`src/rtl/game_flow_sequencer_if.sv`:
```
// Bundle between the game flow sequencer and the compositor / enemy-position logic.
// HISCORE_TRACK_EN adds the hiscore field.
interface game_flow_sequencer_if;
    logic       frame_tick;
    logic       btn_start_n;
    logic       btn_pause_n;
    logic       btn_reset_n;
    logic       collision;
    logic [1:0] screen;
    logic [8:0] score;
    logic [1:0] level;
    logic       enemy_step;
    logic       pos_reset;
`ifdef HISCORE_TRACK_EN
    logic [8:0] hiscore;
`endif

    modport master (
        output frame_tick, btn_start_n, btn_pause_n, btn_reset_n, collision,
`ifdef HISCORE_TRACK_EN
        input  hiscore,
`endif
        input  screen, score, level, enemy_step, pos_reset
    );

    modport slave (
        input  frame_tick, btn_start_n, btn_pause_n, btn_reset_n, collision,
`ifdef HISCORE_TRACK_EN
        output hiscore,
`endif
        output screen, score, level, enemy_step, pos_reset
    );
endinterface

```
`src/rtl/game_flow_sequencer.sv`:
```
// TITLE/PLAY/PAUSE/GAMEOVER sequencer with score, level and enemy-advance tick.
// Optional HISCORE_TRACK_EN keeps the best score seen on entry to GAMEOVER.
module game_flow_sequencer #(
    parameter int FRAMES_PER_PT = 60,
    parameter int SCORE_INC     = 10,
    parameter int SCORE_MAX     = 500,
    parameter int DIV_L0        = 4,
    parameter int DIV_L1        = 3,
    parameter int DIV_L2        = 2,
    parameter int DIV_L3        = 1
) (
    input logic                  clock,
    input logic                  reset_n,
    game_flow_sequencer_if.slave bus
);
    localparam int FW = (FRAMES_PER_PT > 1) ? $clog2(FRAMES_PER_PT) : 1;

    typedef enum logic [1:0] {TITLE = 2'd0, PLAY = 2'd1, PAUSE = 2'd2, GAMEOVER = 2'd3} state_t;

    state_t        state;
    logic [8:0]    score;
    logic [1:0]    level;
    logic          enemy_step;
    logic          pos_reset;
    logic          hit;
    logic [FW-1:0] frame_cnt;
    logic [3:0]    step_cnt;
    logic [2:0]    btn_p0, btn_p1, btn_p2;
    logic [2:0]    press;
    logic          start_press, pause_press, reset_press;
    logic          over_now;

    function automatic logic [8:0] sat_add(input logic [8:0] s);
        logic [9:0] sum;
        sum = {1'b0, s} + 10'(SCORE_INC);
        if (sum >= 10'(SCORE_MAX)) return 9'(SCORE_MAX);
        return sum[8:0];
    endfunction

    function automatic logic [1:0] level_of(input logic [8:0] s);
        if (s < 9'd100) return 2'd0;
        if (s < 9'd200) return 2'd1;
        if (s < 9'd300) return 2'd2;
        return 2'd3;
    endfunction

    function automatic logic [3:0] step_lim(input logic [1:0] lv);
        case (lv)
            2'd0:    return 4'(DIV_L0 - 1);
            2'd1:    return 4'(DIV_L1 - 1);
            2'd2:    return 4'(DIV_L2 - 1);
            default: return 4'(DIV_L3 - 1);
        endcase
    endfunction

    // Buttons: two synchronizer flops, then a history flop for falling-edge detect.
    always_ff @(posedge clock or negedge reset_n) begin
        if (!reset_n) begin
            btn_p0 <= 3'b000;
            btn_p1 <= 3'b000;
            btn_p2 <= 3'b000;
        end else begin
            btn_p0 <= {bus.btn_reset_n, bus.btn_pause_n, bus.btn_start_n};
            btn_p1 <= btn_p0;
            btn_p2 <= btn_p1;
        end
    end

    assign press       = btn_p2 & ~btn_p1;
    assign reset_press = press[2];
    assign pause_press = press[1];
    assign start_press = press[0];

    assign over_now = (state == PLAY) && !reset_press &&
                      ((bus.frame_tick && (hit || bus.collision)) || (score == 9'(SCORE_MAX)));

    always_ff @(posedge clock or negedge reset_n) begin
        if (!reset_n) begin
            state      <= TITLE;
            score      <= 9'd0;
            level      <= 2'd0;
            enemy_step <= 1'b0;
            pos_reset  <= 1'b0;
            hit        <= 1'b0;
            frame_cnt  <= '0;
            step_cnt   <= 4'd0;
        end else begin
            pos_reset  <= 1'b0;
            enemy_step <= 1'b0;
            level      <= level_of(score);
            case (state)
                TITLE: begin
                    if (start_press) begin
                        state     <= PLAY;
                        pos_reset <= 1'b1;
                        score     <= 9'd0;
                        frame_cnt <= '0;
                        step_cnt  <= 4'd0;
                        hit       <= 1'b0;
                    end
                end
                PLAY: begin
                    if (reset_press) begin
                        state    <= TITLE;
                        hit      <= 1'b0;
                        step_cnt <= 4'd0;
                    end else if (over_now) begin
                        state    <= GAMEOVER;
                        hit      <= 1'b0;
                        step_cnt <= 4'd0;
                    end else if (pause_press) begin
                        state    <= PAUSE;
                        hit      <= 1'b0;
                        step_cnt <= 4'd0;
                    end else begin
                        if (bus.frame_tick) begin
                            hit <= 1'b0;
                            if (frame_cnt == FW'(FRAMES_PER_PT - 1)) begin
                                frame_cnt <= '0;
                                score     <= sat_add(score);
                            end else begin
                                frame_cnt <= frame_cnt + 1'b1;
                            end
                        end else if (bus.collision) begin
                            hit <= 1'b1;
                        end
                        // The cycle the level register catches up restarts the divider.
                        if (level_of(score) != level) begin
                            step_cnt <= 4'd0;
                        end else if (bus.frame_tick) begin
                            if (step_cnt == step_lim(level)) begin
                                step_cnt   <= 4'd0;
                                enemy_step <= 1'b1;
                            end else begin
                                step_cnt <= step_cnt + 4'd1;
                            end
                        end
                    end
                end
                PAUSE: begin
                    if (reset_press) begin
                        state <= TITLE;
                    end else if (start_press) begin
                        state <= PLAY;
                    end
                end
                default: begin
                    if (reset_press || start_press) begin
                        state     <= TITLE;
                        pos_reset <= 1'b1;
                    end
                end
            endcase
        end
    end

`ifdef HISCORE_TRACK_EN
    logic [8:0] hiscore;
    always_ff @(posedge clock or negedge reset_n) begin
        if (!reset_n) begin
            hiscore <= 9'd0;
        end else if (over_now && (score > hiscore)) begin
            hiscore <= score;
        end
    end
    assign bus.hiscore = hiscore;
`endif

    assign bus.screen     = state;
    assign bus.score      = score;
    assign bus.level      = level;
    assign bus.enemy_step = enemy_step;
    assign bus.pos_reset  = pos_reset;
endmodule

```
`src/flat_wrapper.sv`:
```
// flat-port wrapper written by rule: the top's interface ports become plain ports
module game_flow_sequencer_flat 
#(
    parameter int FRAMES_PER_PT = 60,
    parameter int SCORE_INC     = 10,
    parameter int SCORE_MAX     = 500,
    parameter int DIV_L0        = 4,
    parameter int DIV_L1        = 3,
    parameter int DIV_L2        = 2,
    parameter int DIV_L3        = 1
)
  (clock, reset_n, bus_frame_tick, bus_btn_start_n, bus_btn_pause_n, bus_btn_reset_n, bus_collision, bus_screen, bus_score, bus_level, bus_enemy_step, bus_pos_reset);
  game_flow_sequencer_if bus_i ();
  input logic clock;
  input logic reset_n;
  input wire logic [$bits(bus_i.frame_tick)-1:0] bus_frame_tick;
  input wire logic [$bits(bus_i.btn_start_n)-1:0] bus_btn_start_n;
  input wire logic [$bits(bus_i.btn_pause_n)-1:0] bus_btn_pause_n;
  input wire logic [$bits(bus_i.btn_reset_n)-1:0] bus_btn_reset_n;
  input wire logic [$bits(bus_i.collision)-1:0] bus_collision;
  output wire logic [$bits(bus_i.screen)-1:0] bus_screen;
  output wire logic [$bits(bus_i.score)-1:0] bus_score;
  output wire logic [$bits(bus_i.level)-1:0] bus_level;
  output wire logic [$bits(bus_i.enemy_step)-1:0] bus_enemy_step;
  output wire logic [$bits(bus_i.pos_reset)-1:0] bus_pos_reset;
  assign bus_i.frame_tick = bus_frame_tick;
  assign bus_i.btn_start_n = bus_btn_start_n;
  assign bus_i.btn_pause_n = bus_btn_pause_n;
  assign bus_i.btn_reset_n = bus_btn_reset_n;
  assign bus_i.collision = bus_collision;
  assign bus_screen = bus_i.screen;
  assign bus_score = bus_i.score;
  assign bus_level = bus_i.level;
  assign bus_enemy_step = bus_i.enemy_step;
  assign bus_pos_reset = bus_i.pos_reset;
  game_flow_sequencer #(.FRAMES_PER_PT(FRAMES_PER_PT), .SCORE_INC(SCORE_INC), .SCORE_MAX(SCORE_MAX), .DIV_L0(DIV_L0), .DIV_L1(DIV_L1), .DIV_L2(DIV_L2), .DIV_L3(DIV_L3)) u_core (.clock(clock), .reset_n(reset_n), .bus(bus_i));
endmodule
```
`config.mk`:
```
export PLATFORM = sky130hd
export DESIGN_NAME = game_flow_sequencer_flat
export DESIGN_NICKNAME = d
export VERILOG_FILES = /design/src/rtl/game_flow_sequencer_if.sv /design/src/rtl/game_flow_sequencer.sv /design/src/flat_wrapper.sv
export SDC_FILE = /design/constraint.sdc
export NUM_CORES = 1
export LEC_CHECK = 0
export CORE_MARGIN = 4
export CORE_UTILIZATION = 40
export CTS_CLUSTER_SIZE = 12
export DETAILED_ROUTE_END_ITERATION = 6
export GPL_ROUTABILITY_DRIVEN = 0
export PLACE_DENSITY = 0.67
export SYNTH_ARGS = -nofsm -noshare
export SYNTH_HDL_FRONTEND = slang
export SYNTH_SLANG_ARGS = --single-unit
```
`constraint.sdc`:
```
create_clock -name clock -period 2.35 [get_ports clock]
set_input_delay 0.47 -clock clock [delete_from_list [all_inputs] [get_ports clock]]
set_output_delay 0.47 -clock clock [all_outputs]
set_load 0.005 [all_outputs]
```
# After elaboration in Yosys (flattened, before gate mapping)
# Index checks and enable logic that the tools add are counted.
[word_totals]
reg_bits = 35
input_bits = 7
out_inout_bits = 15
elab_cells = 150
[op_classes]
add_sub_neg = 3
order_cmp = 4
eq_ne = 17
muxes = 96
n_bitwise = 2
n_reduce_logical = 17
[op_table]
columns = ["cell", "count"]
rows = [
  ["9-bit two-way mux", 8],
  ["4-bit two-way mux", 13],
  ["1-bit two-way mux", 43],
  ["2-bit two-way mux", 19],
  ["6-bit two-way mux", 6],
  ["9-bit case mux with 2 select lines", 1],
  ["6-bit by 3-bit != test with 1-bit output (second input constant)", 2],
  ["2-bit case mux with 3 select lines", 2],
  ["6-bit case mux with 2 select lines", 1],
  ["9-bit by 4-bit adder with 10-bit output (second input constant)", 1],
  ["10-bit by 9-bit >= comparator with 1-bit output (second input constant)", 1],
  ["2-bit != test (second input constant)", 5],
  ["9-bit == test (second input constant)", 1],
  ["9-bit by 7-bit < comparator with 1-bit output (second input constant)", 1],
  ["9-bit by 8-bit < comparator with 1-bit output (second input constant)", 1],
  ["9-bit < comparator (second input constant)", 1],
  ["4-bit case mux with 2 select lines", 1],
  ["7-bit AND reduction", 1],
  ["6-bit by 1-bit adder with 6-bit output (second input constant)", 1],
  ["6-bit == test (second input constant)", 1],
  ["3-bit AND reduction", 2],
  ["6-bit AND reduction", 1],
  ["4-bit by 1-bit adder with 4-bit output (second input constant)", 1],
  ["2-bit by 1-bit == test with 1-bit output (second input constant)", 2],
  ["other kinds (16)", 23],
]

# Logic depth before layout (Yosys ltp)
# Gate-level depths: netlist of the first run.
[logic_depth]
word_depth = 40
depth_mapped = 7
mapped_depth_nobuf = 7

# Worst setup path after synthesis of the first run
# OpenSTA, ideal clock, no wires.
[synth_timing]
path_type = "reg2reg"
startpoint = "reg u_core.score[7] (netlist: u_core.bus.score[7])"
endpoint = "reg u_core.step_cnt[0]"
setup_time_ps = 125
t_arrival_ps = 1967
setup_slack_ps = 258
path_stages_with_launch = 8
path_cell_list = "dfrtp_1 -> buf_6 -> and3b_2 -> a211oi_2 -> or4_4 -> and3_1 -> and3_1 -> mux2_2"
[synth_via]
elab_chain_cells = 21
[synth_lines]
columns = ["element", "line_no", "text"]
rows = [
  ["start, declared", "game_flow_sequencer.sv:21", "logic [8:0] score;"],
  ["start signal, assigned", "game_flow_sequencer.sv:120", "score <= sat_add(score);"],
  ["9-bit < comparator", "game_flow_sequencer.sv:43", "if (s < 9'd300) return 2'd2;"],
  ["1-bit two-way mux (2 in a row)", "game_flow_sequencer.sv:43", ""],
  ["1-bit two-way mux", "game_flow_sequencer.sv:42", "if (s < 9'd200) return 2'd1;"],
  ["1-bit two-way mux", "game_flow_sequencer.sv:111", "end else if (pause_press) begin"],
  ["1-bit two-way mux", "game_flow_sequencer.sv:107", "end else if (over_now) begin"],
  ["1-bit two-way mux", "game_flow_sequencer.sv:103", "if (reset_press) begin"],
  ["1-bit two-way mux", "game_flow_sequencer.sv:91", "case (state)"],
  ["2-bit two-way mux", "game_flow_sequencer.sv:44", "return 2'd3;"],
  ["(+4 left out)", "--", ""],
  ["2-bit two-way mux", "game_flow_sequencer.sv:103", ""],
  ["2-bit two-way mux", "game_flow_sequencer.sv:91", ""],
  ["2-bit != test", "game_flow_sequencer.sv:128", "if (level_of(score) != level) begin"],
  ["4-bit two-way mux", "game_flow_sequencer.sv:128", ""],
  ["4-bit two-way mux", "game_flow_sequencer.sv:111", ""],
  ["4-bit two-way mux", "game_flow_sequencer.sv:107", ""],
  ["4-bit two-way mux", "game_flow_sequencer.sv:103", ""],
  ["4-bit case mux with 2 select lines", "game_flow_sequencer.sv:91", ""],
  ["end signal, assigned", "game_flow_sequencer.sv:135", "step_cnt <= step_cnt + 4'd1;"],
  ["end, declared", "game_flow_sequencer.sv:27", "logic [3:0] step_cnt;"],
]
# Parallel ways exist; a longest one is shown, timed or not. The select of a mux whose other input is x is not followed.
# A chain may end at the register's enable or synchronous reset.

# Final worst setup path of the first run
[layout_timing]
startpoint = "reg u_core.score[4] (netlist: u_core.bus.score[4])"
endpoint = "reg u_core.step_cnt[0]"
# Same word-level chain as after synthesis.

==> results of run 1 <==
[power by group]
| part | internal [uW] | leakage [uW] | total [uW] | switching [uW] |
|---|---|---|---|---|
| logic | 308 | 0.000560 | 634 | 326 |
| clock network | 452 | 0.0000714 | 665 | 213 |
| registers | 668 | 0.000445 | 781 | 113 |
[cells by family after synthesis]
family / after synthesis / share of synthesized area, %
AND/OR/NAND/NOR: 83 / 23.6
AO/OA/AOI/OAI: 58 / 22.0
flip-flops: 34 / 44.3
buffers and inverters: 14 / 4.95
XOR/XNOR: 4 / 1.82
adder cells (fa/ha/maj): 3 / 1.95
multiplexers: 2 / 1.11
other: 1 / 0.195
[flip-flops by register name, summed over array words and instances, names as in the netlist]
| name | cells |
|---|---|
| u_core.bus.pos_reset | 1 |
| u_core.frame_cnt | 6 |
| u_core.btn_p0 | 3 |
| u_core.bus.score | 8 |
| u_core.bus.level | 2 |
| u_core.btn_p1 | 3 |
| u_core.bus.screen | 2 |
| u_core.btn_p2 | 3 |
| u_core.step_cnt | 4 |
| u_core.hit | 1 |
| u_core.bus.enemy_step | 1 |
[Yosys cell counts, drive strengths merged (5+ instances only)]
cell type | instances | area (um2)
buf | 8 | 72.6
inv | 5 | 18.8
dfrtp | 34 | 851
o31ai | 9 | 86.3
nand3 | 11 | 60.1
nand2 | 19 | 71.3
a21o | 5 | 37.5
nor3 | 6 | 35.0
o21ai | 13 | 65.1
nor2 | 13 | 48.8
a21oi | 17 | 85.1
[stage by stage]
step                      hold WS [ps]  cells  power, uW  cell area (um2)  utilization (%)
final                              349    286       2080             2370             52.7
after global routing               355    286       2210             2370             52.7
after CTS                          354    286       2100             2370             52.7
after detailed placement           339    278       1420             2230             49.5
after global placement             332    278       1410             2230             49.5
after floorplan                    174    199       1180             1920                -
[worst max-delay path: cells and delay by family (launching register included)]
family             cells  cell delay, ps
AOI/OAI and AO/OA      2             510
DFF                    1             510
muxes                  1             250
and+or+nand+nor        3             860
[final cells by class]
cell class / count / area, um2
Fill cell: 404 / 2130
Tap cell: 52 / 65.1
Clock inverter: 2 / 60.1
Multi-Input combinational cell: 151 / 975
Clock buffer: 6 / 82.6
Timing Repair Buffer: 36 / 320
Inverter: 5 / 18.8
Sequential cell: 34 / 851
[worst paths after layout]
check                                                        to  slack [ps]  cells past startpoint
worst max-delay path             u_core.step_cnt[0]$_DFFE_PN0P_         110                      6
worst min-delay path                 u_core.btn_p1[1]$_DFF_PN0_         350                      0
worst max register to register   u_core.step_cnt[0]$_DFFE_PN0P_         110                      6
worst min register to register       u_core.btn_p1[1]$_DFF_PN0_         350                      0
max in group asynchronous       u_core.frame_cnt[4]$_DFFE_PN0P_        1440                      2
min in group asynchronous        u_core.step_cnt[0]$_DFFE_PN0P_         590                      2
[layer usage]
layer  wire, um  vias to the layer above  GRT usage, %
met2       1920                       50          23.7
met1       1840                      758          20.0
met3        265                        9          4.80
met5          0                        -             0
li1           -                      793             -
met4         80                        0          5.34
==> reports/metrics.csv, run 1 <==
stage,metric,value,unit
synthesis,Mapped Cells,199,
setup_path,Setup CP Type,reg2reg,
synthesis,Yosys cell types,51,
synthesis,syn_area_per_cell,9.65,um2
synthesis,ys flop type,dfrtp_1,
place,dpl ws,75.0,ps
setup_path,Critical Path Most Common Cell,and3_1,
pwr,Lkg Pwr,0.00108,uW
synthesis,Syn. warnings,0,
drt,drt wl/cell,14.3,um
setup_path,CP arrival,2420,ps
cells_and_area,share of layout cells above drive strength 1,17.1,%
sta,"Setup violations, final",0,
clocking,postcts setup bufs,0,
floorplanning,Row Count,24,
drt,via count,1610,
cells_and_area,"most common cell after layout, fill and taps aside",dfrtp_1,
place,# port buffers,20,
clocking,clock root buffer,clkbuf_8,
clocking,CTS max path bufs,2,
sta,clk_skew,11.4,ps
cells_and_area,"commonest non-fill, non-tap cells in the layout","dfrtp_1 (34), clkdlybuf4s50_1 (20), nand2_1 (19)",
setup_path,CP Launch Type,flip-flop,
clocking,worst-skew pair later-pin latency,290,ps
setup_path,worst setup path start,u_core.bus.score[4]$_DFFE_PN0P_,
floorplanning,Die Area,5970,um2
worst_hold_path,worst min-delay path category,reg2reg,
clocking,CTS buffer count,5,
global_routing,initial antenna violation count,0,
setup_path,Setup crit end kind,flip-flop,
sta,final worst setup slack,111,ps
synthesis,syn nets,209,
setup_path,CP max-delay cell,dfrtp_1,
clocking,CTS tree,done,
sta,RSZ-0062 raised after global routing,no,
sta,Pins Over Slew Limit,0,
synthesis,asr flop ratio synth,100,%
pwr,VDD IR-drop max,0.378,mV
cells_and_area,Final nets,243,
global_routing,largest net degree at the start of global routing,35,
clocking,CTS Sinks,34,
synthesis,Yosys reg bits,34,
sta,Final TNS setup,0,ps
cells_and_area,# diodes,0,
clocking,H-tree depth,2,
sta,Fmax,447,MHz
place,hpwl dp,3060,um
clocking,cts hold-fix bufs,0,
floorplanning,IO Count,22,
floorplanning,Core Area,4500,um2
drt,router iterations before antenna repair,4,
global_routing,vias in the first global route,1495,
clocking,"Reg clk slew, reported paths",70,ps
global_routing,first-pass GRT wire length,7270,um
drt,1st-iter DRT viols,150,
floorplanning,Chip Height,77.3,um
setup_path,CP max stage delay,510,ps
floorplanning,Die X-Extent,77.3,um
synthesis,"Seq/Total Area, Yosys",44.3,%
setup_path,critical register-to-register path startpoint,u_core.bus.score[4]$_DFFE_PN0P_,
sta,period utilization,95.3,%
drt,Antenna Nets Post-Route,0,
drt,Final Routed Wirelength,4100,um
setup_path,crit path cell chain,"or3_4, a2111oi_4, o31ai_1, and3_1, and3_1, mux2_2",
setup_path,worst path required time,2530,ps
synthesis,Post-Synthesis Cell Area,1920,um2
pwr,PD cells,877,nW/um2
drt,DRC,0,
status,status,"complete, no violations",
global_routing,GRT Total Usage,15.3,%
sta,post-route minimum period,2240,ps
clocking,post-CTS sizing,0,
flow_run,number of max-cap violations,0,
global_routing,grt ovf,0,
worst_hold_path,Worst Min Path Start,u_core.btn_p0[1]$_DFF_PN0_,
cells_and_area,area grow syn2layout,23.5,%
drt,Vias per Instance,5.63,
sta,final hold violation count,0,
synthesis,Post-synth EDFFs,0,
setup_path,Crit Path Max Fanout,10,
floorplanning,Initial Util,42.6,%
Power figures use the tool's default switching activity.
==> inputs of run 2 (changes only) <==
Settings changed: CORE_UTILIZATION 40 to 50, PLACE_DENSITY 0.67 to 0.79.
Clock period 2.35 ns to 2.7 ns, I/O delays scaled along.
==> run 2 against run 1 <==
  * Clock power is 40% lower
  * First-iteration DRC count is 27% lower
  * Count of clock-buffer cells in the layout stayed put
  * Flip-flop and latch count stayed put
  * Utilization is 7.8 points higher
  * Via count is 1.4% lower
  * Register-to-register slack better by 320 ps
  * Routed wire length is 1.8% lower
  * Worst setup slack better by 320 ps
  * Critical path type unchanged
  * Critical endpoint unchanged
==> reports/metrics.csv, run 2 (synthesized netlist as in run 1, its figures left out) <==
stage,metric,value,unit
clocking,clock root buffer,clkbuf_8,
cells_and_area,Fill cells,326,
setup_path,CP max-delay cell,dfrtp_1,
sta,Max transition margin,60.6,%
drt,Antenna Nets Post-Route,0,
clocking,postcts setup bufs,0,
pwr,Lkg Pwr,0.000991,uW
setup_path,worst setup path start,u_core.bus.score[5]$_DFFE_PN0P_,
sta,worst-margin pin slew,587,ps
cells_and_area,biggest regs,"u_core.bus.score (8), u_core.frame_cnt (6), u_core.step_cnt (4)",
global_routing,largest net degree at the start of global routing,35,
drt,Final Routed Wirelength,4030,um
setup_path,CP Launch Type,flip-flop,
setup_path,CP arrival,2510,ps
sta,Final TNS setup,0,ps
setup_path,crit path cell chain,"o311a_1, or3_1, a211oi_2, nand3_1, o21ai_0, mux2_2",
clocking,CTS max path bufs,2,
cells_and_area,"Most flops, register",u_core.bus.score,
setup_path,R2R Setup Slk,430,ps
clocking,post-CTS sizing,0,
setup_path,Buffers & Inverters on Critical Path,0,
clocking,"Reg clk slew, reported paths",70,ps
floorplanning,Chip Height,70.0,um
floorplanning,Initial Util,52.1,%
pwr,part of the power in combinational logic,31.5,%
cells_and_area,FF+latch area,851,um2
setup_path,worst path required time,2940,ps
cells_and_area,share of layout cells above drive strength 1,12.6,%
drt,drt wl/cell,14.9,um
sta,Fmax,440,MHz
pwr,power consumption,1590,uW
worst_hold_path,worst min-delay path category,reg2reg,
sta,"Setup violations, final",0,
setup_path,r2r endpoint,u_core.step_cnt[0]$_DFFE_PN0P_,
setup_path,Top Family by Delay on Critical Path,compound AO/OA/AOI/OAI gates,
worst_hold_path,Hold Path End,u_core.btn_p1[2]$_DFF_PN0_,
sta,Fin Hold WS,348,ps
cells_and_area,"commonest non-fill, non-tap cells in the layout","dfrtp_1 (34), clkdlybuf4s50_1 (20), nand2_1 (19)",
global_routing,initial antenna violation count,0,
floorplanning,Die X-Extent,70.0,um
pwr,part of the power in registers,43.5,%
pwr,VDD IR-drop max,0.390,mV
sta,Pins Over Slew Limit,0,
cells_and_area,area of the multi-input gates,975,um2
global_routing,vias in the first global route,1440,
sta,period utilization,84.1,%
setup_path,Setup crit end kind,flip-flop,
pwr,power share of the clock group,25.1,%
clocking,CTS tree,done,
status,status,"complete, no violations",
pwr,switching power,568,uW
drt,via count,1587,
worst_hold_path,Worst Min Path Start,u_core.btn_p0[2]$_DFF_PN0_,
flow_run,number of max-cap violations,0,
place,# port buffers,20,
sta,clk_skew,7.90,ps
drt,Vias per Instance,5.88,
floorplanning,Core Area,3690,um2
floorplanning,Die Area,4900,um2
sta,post-route minimum period,2270,ps
pwr,PD cells,714,nW/um2
pwr,internal power consumption,1020,uW
setup_path,Crit Path Max Fanout,13,
drt,1st-iter DRT viols,109,
clocking,cts hold-fix bufs,0,
place,hpwl dp,2900,um
global_routing,grt ovf,0,
setup_path,Setup CP Type,reg2reg,
setup_path,CP max stage delay,510,ps
sta,final hold violation count,0,
setup_path,reg2reg path depth,6,
setup_path,critical register-to-register path startpoint,u_core.bus.score[5]$_DFFE_PN0P_,
worst_hold_path,WHS Path Cells,0,
clocking,CTS buffer count,5,
global_routing,first-pass GRT wire length,6810,um
floorplanning,Row Count,22,
pwr,switch share,35.7,%
drt,router iterations before antenna repair,4,
sta,RSZ-0062 raised after global routing,no,
floorplanning,IO Count,22,
cells_and_area,# diodes,0,
clocking,worst-skew pair later-pin latency,290,ps
cells_and_area,number of flip-flops in the largest register,8,
cells_and_area,"most common cell after layout, fill and taps aside",dfrtp_1,
clocking,H-tree depth,2,
clocking,CTS Sinks,34,
drt,DRC,0,
cells_and_area,area grow syn2layout,16.1,%
cells_and_area,Final nets,231,
global_routing,GRT Total Usage,17.7,%
-- run 2: power by group through the flow --
stage	sequential (uW)	combinational, uW	clock [uW]
final	692	501	399
after floorplan	657	368	0
after detailed placement	698	501	0
after global routing	703	558	432
after global placement	699	490	0
after CTS	690	503	408
-- run 2: worst register-to-register path, stage by stage, from the launching register on --
cell	delay [ps]
dfrtp_1	510
o311a_1	430
or3_1	360
a211oi_2	280
nand3_1	160
o21ai_0	280
mux2_2	200
-- run 2: through the flow --
stage                     instances  cell area (um2)  util, %  setup WS, ps
after global placement          262             2130     57.9           209
final                           270             2230     60.4           429
after CTS                       270             2230     60.4           454
after floorplan                 199             1920        -           608
after global routing            270             2230     60.4           281
after detailed placement        262             2130     57.9           180
-- run 2: worst max-delay path by stage --
stage                                           end  slack, ps  cells past startpoint
floorplan            u_core.step_cnt[0]$_DFFE_PN0P_        610                      7
detailed placement  u_core.bus.score[1]$_DFFE_PN0P_        180                      7
global placement    u_core.bus.score[1]$_DFFE_PN0P_        210                      7
CTS                  u_core.step_cnt[0]$_DFFE_PN0P_        450                      6
global route         u_core.step_cnt[0]$_DFFE_PN0P_        280                      6
finish               u_core.step_cnt[0]$_DFFE_PN0P_        430                      6
-- run 2: area by class of cell --
type,count,share of cell area (%)
Multi-Input combinational cell,151,43.7
Sequential cell,34,38.2
Timing Repair Buffer,24,10.3
Clock buffer,6,3.70
Tap cell,48,2.69
Inverter,5,0.842
Clock inverter,2,0.561
-- run 2: routing by layer --
metal,wire length [um],global-route usage [%],up-vias
met1,1770,21.9,768
met4,89,9.15,0
met3,204,6.04,6
met5,0,0,-
met2,1960,27.4,42
li1,-,-,771
==> inputs of run 3 (changes only) <==
Settings changed: PLACE_DENSITY 0.79 to 0.82.
Clock period 2.7 ns to 2 ns, I/O delays scaled along.
==> run 3 against run 2 <==
  * The flow now finishes with violations (setup timing)
  * Largest cell class unchanged
  * Critical path type unchanged
  * Largest power group is now combinational logic
  * Combinational power grew 100%
  * Sequential power up 31%
  * Global-route usage grew 2.7 points
==> reports/metrics.csv, run 3 (synthesized netlist as in run 1, its figures left out) <==
stage,metric,value,unit
pwr,internal power consumption,1670,uW
clocking,CTS buffer count,5,
cells_and_area,biggest regs,"u_core.bus.score (8), u_core.frame_cnt (6), u_core.step_cnt (4)",
sta,final hold violation count,0,
floorplanning,Chip Height,70.0,um
sta,Final TNS setup,-258,ps
sta,"Setup violations, final",5,
worst_hold_path,worst min-delay path category,reg2reg,
flow_run,number of max-cap violations,0,
pwr,switching power,877,uW
sta,period utilization,105,%
global_routing,GRT busiest layer,met2,
setup_path,critical register-to-register path startpoint,u_core.bus.score[4]$_DFFE_PN0P_,
global_routing,vias in the first global route,1793,
floorplanning,Core Area,3690,um2
drt,1st-iter DRT viols,96,
cells_and_area,share of layout cells above drive strength 1,34.3,%
pwr,Lkg Pwr,0.00123,uW
global_routing,first-pass GRT wire length,8080,um
global_routing,M3 GR Usage,6.33,%
cells_and_area,"commonest non-fill, non-tap cells in the layout","buf_4 (43), dfrtp_1 (31), clkdlybuf4s50_1 (19)",
setup_path,Crit Path Max Fanout,6,
cells_and_area,area grow syn2layout,40.1,%
clocking,cts hold-fix bufs,0,
floorplanning,Row Count,22,
global_routing,met2 Resource Use GR,35.4,%
status,status,finished with violations,
floorplanning,Die Area,4900,um2
pwr,part of the power in registers,35.6,%
cells_and_area,"Most flops, register",u_core.bus.score,
place,# port buffers,20,
drt,DRC,0,
sta,final worst setup slack,-105,ps
drt,Vias per Instance,5.83,
setup_path,CP Launch Type,flip-flop,
clocking,clock root buffer,clkbuf_8,
place,hpwl dp,3460,um
clocking,CTS Sinks,34,
global_routing,GRT Total Usage,20.5,%
cells_and_area,final non-filler cell total,313,
drt,Antenna Nets Post-Route,0,
cells_and_area,# diodes,0,
drt,drt wl/cell,15.7,um
drt,router iterations before antenna repair,4,
drt,via count,1825,
cells_and_area,number of flip-flops in the largest register,8,
worst_hold_path,Worst Min Path Start,u_core.btn_p0[0]$_DFF_PN0_,
global_routing,initial antenna violation count,0,
global_routing,global routing usage on met1,24.0,%
setup_path,worst setup path start,u_core.bus.score[4]$_DFFE_PN0P_,
place,placed cell count,297,
pwr,power consumption,2550,uW
sta,RSZ-0062 raised after global routing,yes,
status,violated checks,setup timing,
pwr,switch share,34.4,%
setup_path,worst path required time,2180,ps
pwr,PD cells,948,nW/um2
drt,Final Routed Wirelength,4930,um
floorplanning,Initial Util,52.1,%
floorplanning,Die X-Extent,70.0,um
global_routing,grt ovf,0,
setup_path,Setup crit end kind,flip-flop,
setup_path,CP arrival,2280,ps
pwr,part of the power in combinational logic,39.5,%
clocking,CTS max path bufs,2,
sta,Fmax,475,MHz
pwr,VDD IR-drop max,0.632,mV
floorplanning,IO Count,22,
cells_and_area,Final nets,274,
pwr,power share of the clock group,24.9,%
sta,clk_skew,3.97,ps
clocking,worst-skew pair later-pin latency,290,ps
clocking,CTS tree,done,
setup_path,Setup CP Type,reg2reg,
global_routing,largest net degree at the start of global routing,35,
cells_and_area,design area,2690,um2
clocking,H-tree depth,2,
place,"Cell Area, Placed",2410,um2
sta,Pins Over Slew Limit,0,
cells_and_area,"most common cell after layout, fill and taps aside",buf_4,
clocking,"Reg clk slew, reported paths",70,ps
cells_and_area,Final Util,73.0,%
sta,post-route minimum period,2100,ps
==> run 3: changes by cell type in the layout (fill, tap and decap cells not counted), moves of 3 or more <==
cell / delta
buf_4: +39
buf_6: +4
dfrtp_1: -3
dfrtp_2: +3
==> run 3: worst max-delay path: stages, from the launching register on <==
cell,delay (ps)
dfrtp_2,450
or3_4,420
a2111oi_4,380
o31ai_2,130
and3_4,210
and3_4,160
mux2_2,250
==> run 3: area by class of cell <==
class                      instances  area, um2
multi-input combinational        151       1070
fill                             272        997
sequential                        34        855
timing repair buffer              67        571
clock buffer                       5       68.8
tap                               48       60.1
clock inverter                     3       45.0
inverter                           5       18.8
==> run 3: power groups by stage <==
| stage | Combinational (uW) | Sequential [uW] | Clock [uW] |
|---|---|---|---|
| 2_1_floorplan | 503 | 887 | 0 |
| 3_3_place_gp | 856 | 903 | 0 |
| 3_5_place_dp | 882 | 908 | 0 |
| 4_1_cts | 930 | 898 | 641 |
| 5_1_grt | 1100 | 921 | 684 |
| 6_report | 1010 | 907 | 635 |
==> run 3: what timing repair did <==
item,CTS,global route
cloned,0,0
pin swaps,9,9
resized for setup,13,16
buffers inserted,4,4
endpoints found under the setup margin,6,13
endpoints found under the hold margin,0,0
==> run 3: per-layer routing <==
metal | vias to the layer above | wire length (um) | share of wire (%)
met5 | - | 0 | 0
met4 | 0 | 70 | 1.4
met3 | 9 | 331 | 6.7
met2 | 71 | 2520 | 51
met1 | 884 | 2000 | 41
li1 | 861 | - | -
==> run 3: path summary, 6_finish.rpt <==
path                                                   end  slack (ps)  cells after the start
max                         u_core.step_cnt[0]$_DFFE_PN0P_        -100                      6
min reg2reg                     u_core.btn_p1[0]$_DFF_PN0_         350                      0
min                             u_core.btn_p1[0]$_DFF_PN0_         350                      0
max reg2reg                 u_core.step_cnt[0]$_DFFE_PN0P_        -100                      6
min in group asynchronous   u_core.step_cnt[2]$_DFFE_PN0P_         520                      2
max in group asynchronous  u_core.bus.score[2]$_DFFE_PN0P_        1140                      2
==> run 3: through the flow <==
stage / hold slack [ps] / setup slack [ps]
after floorplan: 104 / -69.7
after global placement: 333 / -156
after detailed placement: 338 / -272
after CTS: 355 / -88.9
after global routing: 357 / -180
final: 353 / -105
